## src/rtl/tas_pkg.sv

```systemverilog
// rtl/tas_pkg.sv - shared types and constants for the temperature averaging controller
package tas_pkg;

    typedef enum logic [1:0] {
        IDLE,
        COLLECT,
        SKIP,
        WRITE
    } tas_state_e;

    localparam logic [7:0] HDR_AVG_DEF  = 8'hA5;
    localparam logic [7:0] HDR_SKIP_DEF = 8'hC3;
    localparam int         SAMPLES_DEF  = 4;

    function automatic int tas_log2(input int n);
        return $clog2(n);
    endfunction

endpackage

```

## src/rtl/tas_accum.sv

```systemverilog
// rtl/tas_accum.sv - sample accumulator, counter and divide; TAS_AVG_ROUND_EN selects round-half-up
module tas_accum
    import tas_pkg::*;
#(
    parameter int DATA_W  = 8,
    parameter int SAMPLES = SAMPLES_DEF
) (
    input  logic              clk_2,
    input  logic              reset,
    input  logic              clr,
    input  logic              add,
    input  logic [DATA_W-1:0] din,
    output logic              last,
    output logic [DATA_W-1:0] avg
);

    localparam int LW = tas_log2(SAMPLES);
    localparam int AW = DATA_W + LW;

    logic [AW-1:0] acc;
    logic [AW-1:0] sum;
    logic [AW-1:0] sum_r;
    logic [LW-1:0] cnt;

    // avg reflects the byte being presented, so the FSM can latch it on the last sample
    assign sum = acc + AW'(din);

`ifdef TAS_AVG_ROUND_EN
    assign sum_r = sum + AW'(SAMPLES / 2);
`else
    assign sum_r = sum;
`endif

    assign avg  = sum_r[AW-1:LW];
    assign last = (cnt == LW'(SAMPLES - 1));

    always_ff @(posedge clk_2 or posedge reset) begin
        if (reset) begin
            acc <= '0;
            cnt <= '0;
        end else if (clr) begin
            acc <= '0;
            cnt <= '0;
        end else if (add) begin
            acc <= sum;
            cnt <= cnt + 1'b1;
        end
    end

endmodule

```

## src/rtl/tas_avg_ctrl.sv

```systemverilog
// rtl/tas_avg_ctrl.sv - packet parser and RAM write strobe generator; TAS_AVG_ROUND_EN enables rounding
module tas_avg_ctrl
    import tas_pkg::*;
#(
    parameter int                DATA_W   = 8,
    parameter int                SAMPLES  = SAMPLES_DEF,
    parameter logic [DATA_W-1:0] HDR_AVG  = HDR_AVG_DEF,
    parameter logic [DATA_W-1:0] HDR_SKIP = HDR_SKIP_DEF
) (
    input  logic              clk_2,
    input  logic              reset,
    input  logic [DATA_W-1:0] data_in,
    input  logic              data_ena,
    output logic [DATA_W-1:0] ram_data,
    output logic              ram_wr_n,
    output logic              busy,
    output logic              hdr_err
);

    tas_state_e        state;
    logic              hdr_phase;
    logic              is_avg;
    logic              is_skip;
    logic              acc_clr;
    logic              acc_add;
    logic              acc_last;
    logic [DATA_W-1:0] acc_avg;

    // WRITE decodes headers exactly like IDLE so back-to-back packets lose no bytes
    assign hdr_phase = (state == IDLE) || (state == WRITE);
    assign is_avg    = (data_in == HDR_AVG);
    assign is_skip   = (data_in == HDR_SKIP);
    assign acc_clr   = data_ena && hdr_phase && (is_avg || is_skip);
    assign acc_add   = data_ena && ((state == COLLECT) || (state == SKIP));
    assign busy      = (state != IDLE);

    tas_accum #(
        .DATA_W  (DATA_W),
        .SAMPLES (SAMPLES)
    ) u_accum (
        .clk_2 (clk_2),
        .reset (reset),
        .clr   (acc_clr),
        .add   (acc_add),
        .din   (data_in),
        .last  (acc_last),
        .avg   (acc_avg)
    );

    always_ff @(posedge clk_2 or posedge reset) begin
        if (reset) begin
            state    <= IDLE;
            ram_data <= '0;
            ram_wr_n <= 1'b1;
            hdr_err  <= 1'b0;
        end else begin
            ram_wr_n <= 1'b1;
            hdr_err  <= 1'b0;
            case (state)
                IDLE, WRITE: begin
                    state <= IDLE;
                    if (data_ena) begin
                        if (is_avg) begin
                            state <= COLLECT;
                        end else if (is_skip) begin
                            state <= SKIP;
                        end else begin
                            hdr_err <= 1'b1;
                        end
                    end
                end
                COLLECT: begin
                    if (data_ena && acc_last) begin
                        ram_data <= acc_avg;
                        ram_wr_n <= 1'b0;
                        state    <= WRITE;
                    end
                end
                SKIP: begin
                    if (data_ena && acc_last) begin
                        state <= IDLE;
                    end
                end
                default: state <= IDLE;
            endcase
        end
    end

endmodule

```

## config.mk

```make
export PLATFORM = sky130hd
export DESIGN_NAME = tas_avg_ctrl
export DESIGN_NICKNAME = d
export VERILOG_FILES = /design/src/rtl/tas_pkg.sv /design/src/rtl/tas_accum.sv /design/src/rtl/tas_avg_ctrl.sv
export SDC_FILE = /design/constraint.sdc
export NUM_CORES = 1
export LEC_CHECK = 0
export CAP_MARGIN = 15
export CELL_PAD_IN_SITES_DETAIL_PLACEMENT = 0
export CELL_PAD_IN_SITES_GLOBAL_PLACEMENT = 1
export CORE_MARGIN = 10
export CORE_UTILIZATION = 43
export CTS_BUF_LIST = sky130_fd_sc_hd__clkbuf_8
export CTS_CLUSTER_DIAMETER = 40
export DETAILED_ROUTE_END_ITERATION = 16
export PLACE_DENSITY_LB_ADDON = 0.12
export SLEW_MARGIN = 20
export SYNTH_ARGS = -nofsm -noshare
export SYNTH_HDL_FRONTEND = slang
export SYNTH_SLANG_ARGS = --single-unit
```

## constraint.sdc

```tcl
create_clock -name clk_2 -period 2.03 [get_ports clk_2]
set_input_delay 0.406 -clock clk_2 [delete_from_list [all_inputs] [get_ports clk_2]]
set_output_delay 0.406 -clock clk_2 [all_outputs]
set_load 0.005 [all_outputs]
```

==> results of run 1 <==
[kinds of logic (layout without fill, tap and decap cells)]
| logic type | after synthesis | after routing | synth area share, % |
|---|---|---|---|
| fa+ha+maj | 13 | 13 | 11.80 |
| simple gates | 35 | 35 | 13.53 |
| flops | 24 | 24 | 41.72 |
| compound gates | 49 | 49 | 25.24 |
| mux | 3 | 3 | 2.255 |
| xor+xnor | 3 | 3 | 1.822 |
| buf+inv | 14 | 63 | 3.642 |
[worst paths after layout]
path / to / slack [ps] / cells after the start
max in group asynchronous: ram_wr_n$_DFF_PP1_ / 1230 / 3
min in group asynchronous: ram_data[7]$_DFFE_PP0P_ / 490 / 3
max reg2reg: u_accum.acc[8]$_DFFE_PP0P_ / 140 / 7
min reg2reg: ram_data[2]$_DFFE_PP0P_ / 480 / 2
max: u_accum.acc[8]$_DFFE_PP0P_ / 50 / 8
min: ram_data[2]$_DFFE_PP0P_ / 480 / 2
[layout make-up]
type                       instances  area, um2
inverter                          13      48.80
timing repair buffer              46      395.4
tap                               44      55.05
fill                             280       1157
clock buffer                       3      41.29
multi-input combinational        103      824.5
clock inverter                     1      3.754
sequential                        24      601.8
[stage by stage]
| stage | util (%) | worst slack (ps) | TNS [ps] | instance area [um2] |
|---|---|---|---|---|
| 2_1_floorplan | - | 97.14 | 0 | 1443 |
| 3_3_place_gp | 60.00 | -375.8 | -3179 | 1877 |
| 3_5_place_dp | 60.00 | -474.4 | -4092 | 1877 |
| 4_1_cts | 62.56 | 31.40 | 0 | 1957 |
| 5_1_grt | 63.00 | -22.08 | -26.40 | 1971 |
| 6_report | 63.00 | 53.97 | 0 | 1971 |
[cell usage after synthesis, types with 2 or more instances]
library cell  instances
o31ai_1               5
nand4bb_1             3
a22o_1                2
a21o_1                2
a21oi_1               8
xor2_1                2
nor3_1                4
o2bb2ai_1             3
nand2_1              13
nor2_1                4
or4_1                 2
nand2b_1              2
dfrtp_1              23
o21a_1                5
and2_1                2
inv_1                12
ha_1                 12
o22ai_1               2
o21ai_1               6
o211ai_1              5
mux2_2                2
nand3_1               2
o32ai_1               2
[sequential cells by signal (all words and copies together), names as in the netlist]
signal and cells:
state 2, ram_data 8, u_accum.acc 10, hdr_err 1
u_accum.cnt 2, ram_wr_n 1
[worst register-to-register path, delay by kind of cell (launching register included)]
kind	cells	cell delay, ps
DFF	1	380
and+or+nand+nor	2	240
AOI/OAI and AO/OA	2	550
buffers and inverters	1	60
adders and majority gates	2	540
[per-layer routing]
metal,vias to the layer above,global-route usage [%],part of all wire (%)
met5,-,0,0
met4,0,5.556,2.0
met3,6,2.535,5.8
met2,27,20.40,47
met1,599,15.57,45
li1,628,-,-
[what timing repair did]
action                                 4_1_cts  5_1_grt
setup buffers                                1        1
endpoints found under the hold margin        0        0
resized for setup                            8        2
gates cloned                                 0        0
pin swaps                                    4        1
setup endpoints to repair                    7        3
[power by group through the flow]
stage / sequential (W) / combinational (W) / clock (W)
4_1_cts: 0.000530 / 0.000341 / 0.000293
6_report: 0.000530 / 0.000352 / 0.000284
5_1_grt: 0.000534 / 0.000386 / 0.000320
3_5_place_dp: 0.000538 / 0.000327 / 0
3_3_place_gp: 0.000537 / 0.000317 / 0
2_1_floorplan: 0.000532 / 0.000206 / 0
==> flow_summary_export.csv, run 1 <==
group,metric,value,unit
drt,first_iter_violations,57,
sta,final_report_max_slew_violation_count,0,
min_path,min-delay-start,"ram_data[2]$_DFFE_PP0P_",
logic_synthesis,netlist-cell-type-count,41,
status,outcome,"finished clean",
drt,drt_first_pass_iters,4,
cts,clock_sink_count,24,
global_routing,leftover_overflow_at_the_end_of_global_routing,0,
power,leakage,0.8822,nW
global_routing,grt_use_total,12.51,%
logic_synthesis,postSynth.asyncResetShare,100.0,%
drt,total_vias_in_the_final_route,1260,
logic_synthesis,synth_cells,141,
min_path,type_of_the_worst_min_delay_path,"reg -> reg",
logic_synthesis,synth_enable_flop_cells,0,
power,seqPwrFrac,45.5,%
drt,route.detailed.vias_per_inst,5.385,
sta,final-setup-viol-count,0,
floorplanning,die_width,77.92,um
power,power_density,591.4,mW/mm2
power,finalPower,0.001165,W
logic_synthesis,count_of_yosys_warnings_during_synthesis,0,
sta,timing_worst_slew_pin_value,669.2,ps
sta,clock_skew,10.65,ps
floorplanning,std_cell_rows,20,
logic_synthesis,synth_largest_area_cell,"dfrtp_1",
power,power.share.switching,30.43,%
global_routing,global_route_wire_length_before_repair,6210,um
global_routing,grt_max_degree,25,
critical_path,cp_max_fo,4,
logic_synthesis,yosysTopAreaCellShare,39.90,%
finish,nets,215,
logic_synthesis,synthesis.nets,165,
sta,timing.hold.ws,480.3,ps
logic_synthesis,synthTopCellsByArea,"dfrtp_1, ha_1, nand2_1",
drt,detail-route-antenna-nets,0,
critical_path,nature_of_the_critical_path_endpoint,"flop",
critical_path,path_delay_family,"buffers and inverters",
critical_path,timing.critical_path.mode_cell,"buf_4",
power,share_comb_of_total_power,30.2,%
power,internal_power,0.0008108,W
critical_path,startpoint_type,"input port",
cts,clkTransAtPathRegs,80,ps
logic_synthesis,yosysSeqAreaShare,41.72,%
floorplanning,initial_core_util,46.12,%
critical_path,timing.critical_path.arrival,2120,ps
floorplanning,die-area,0.006072,mm2
critical_path,worst_setup_startpoint,"data_in[4]",
place,gp_congestion,0.8412,
sta,final-hold-violation-count,0,
power,worst_ir_drop_vdd,0.0002722,V
finish,layout.cells.most_common_list,"buf_4, dfrtp_1, clkdlybuf4s50_1",
cts,holdBufCountCts,0,
sta,fmax,506.1,MHz
logic_synthesis,ys_dominant_reg_cell,"dfrtp_1",
critical_path,required_time_of_the_critical_path,2180,ps
critical_path,worst-setup-path-type,"in -> reg",
critical_path,critical_path.max_stage_delay,450,ps
finish,antenna_diode_instance_count,0,
critical_path,crit-reg2reg-launch,"u_accum.acc[0]$_DFFE_PP0P_",
cts,tritoncts,"yes",
place,detailed_placement_wirelength_estimate,2857,um
cts,cts.root.buffer_cell,"clkbuf_8",
place,portBuffers,21,
logic_synthesis,avgSynthCellArea,10.23,um2
logic_synthesis,syn-cell-area,0.001443,mm2
power,power.share.clock,24.3,%
drt,total_wirelength,3635,um
cts,clock_buffers_created_by_tritoncts,3,
place,placed_cells,228,
finish,flow.area_growth_from_synthesis,36.60,%
floorplanning,ios,22,
sta,slew_limit_headroom,55.09,%
floorplanning,die_h,77.92,um
floorplanning,placeableCoreArea,0.003128,mm2
finish,instances_no_fill,234,
finish,layout-drive-gt1-share,23.16,%
cts,clk-insertion-delay-late,270,ps
sta,fin_crit_sh,97.34,%
drt,route.detailed.drc,0,
logic_synthesis,register_bit_total_from_synthesis,24,
critical_path,cpMaxStageDelayCell,"clkdlybuf4s50_1",
global_routing,grt_antenna_before_repair,0,
sta,grt_setup_unrepaired,"true",
cts,clk_path_buf_depth,2,
finish,most_common_library_cell_in_the_layout_ignoring_fill_and_taps,"buf_4",
job,drv.max_cap_violation_count,0,
power,switchingPower,0.0003547,W
cts,cts_htree_levels,1,
critical_path,critical_path.n_buffers_inverters,3,
drt,drt-wirelength-per-cell,15.53,um
sta,timing.final.crit_period,1976,ps
critical_path,path_cells,"clkdlybuf4s50_1 > ha_1 > buf_4 > o211ai_1 > buf_4 > a211oi_4 > nor3_2 > a211o_1",
global_routing,first_global_vias,1321,
No activity file was read; power rests on OpenSTA's default activity.
==> run 2, diff against run 1 <==
Settings changed: CAP_MARGIN 15 to 20.
==> results of run 2 <==
No change in the layout: final DEF, timing and power equal those of run 1.
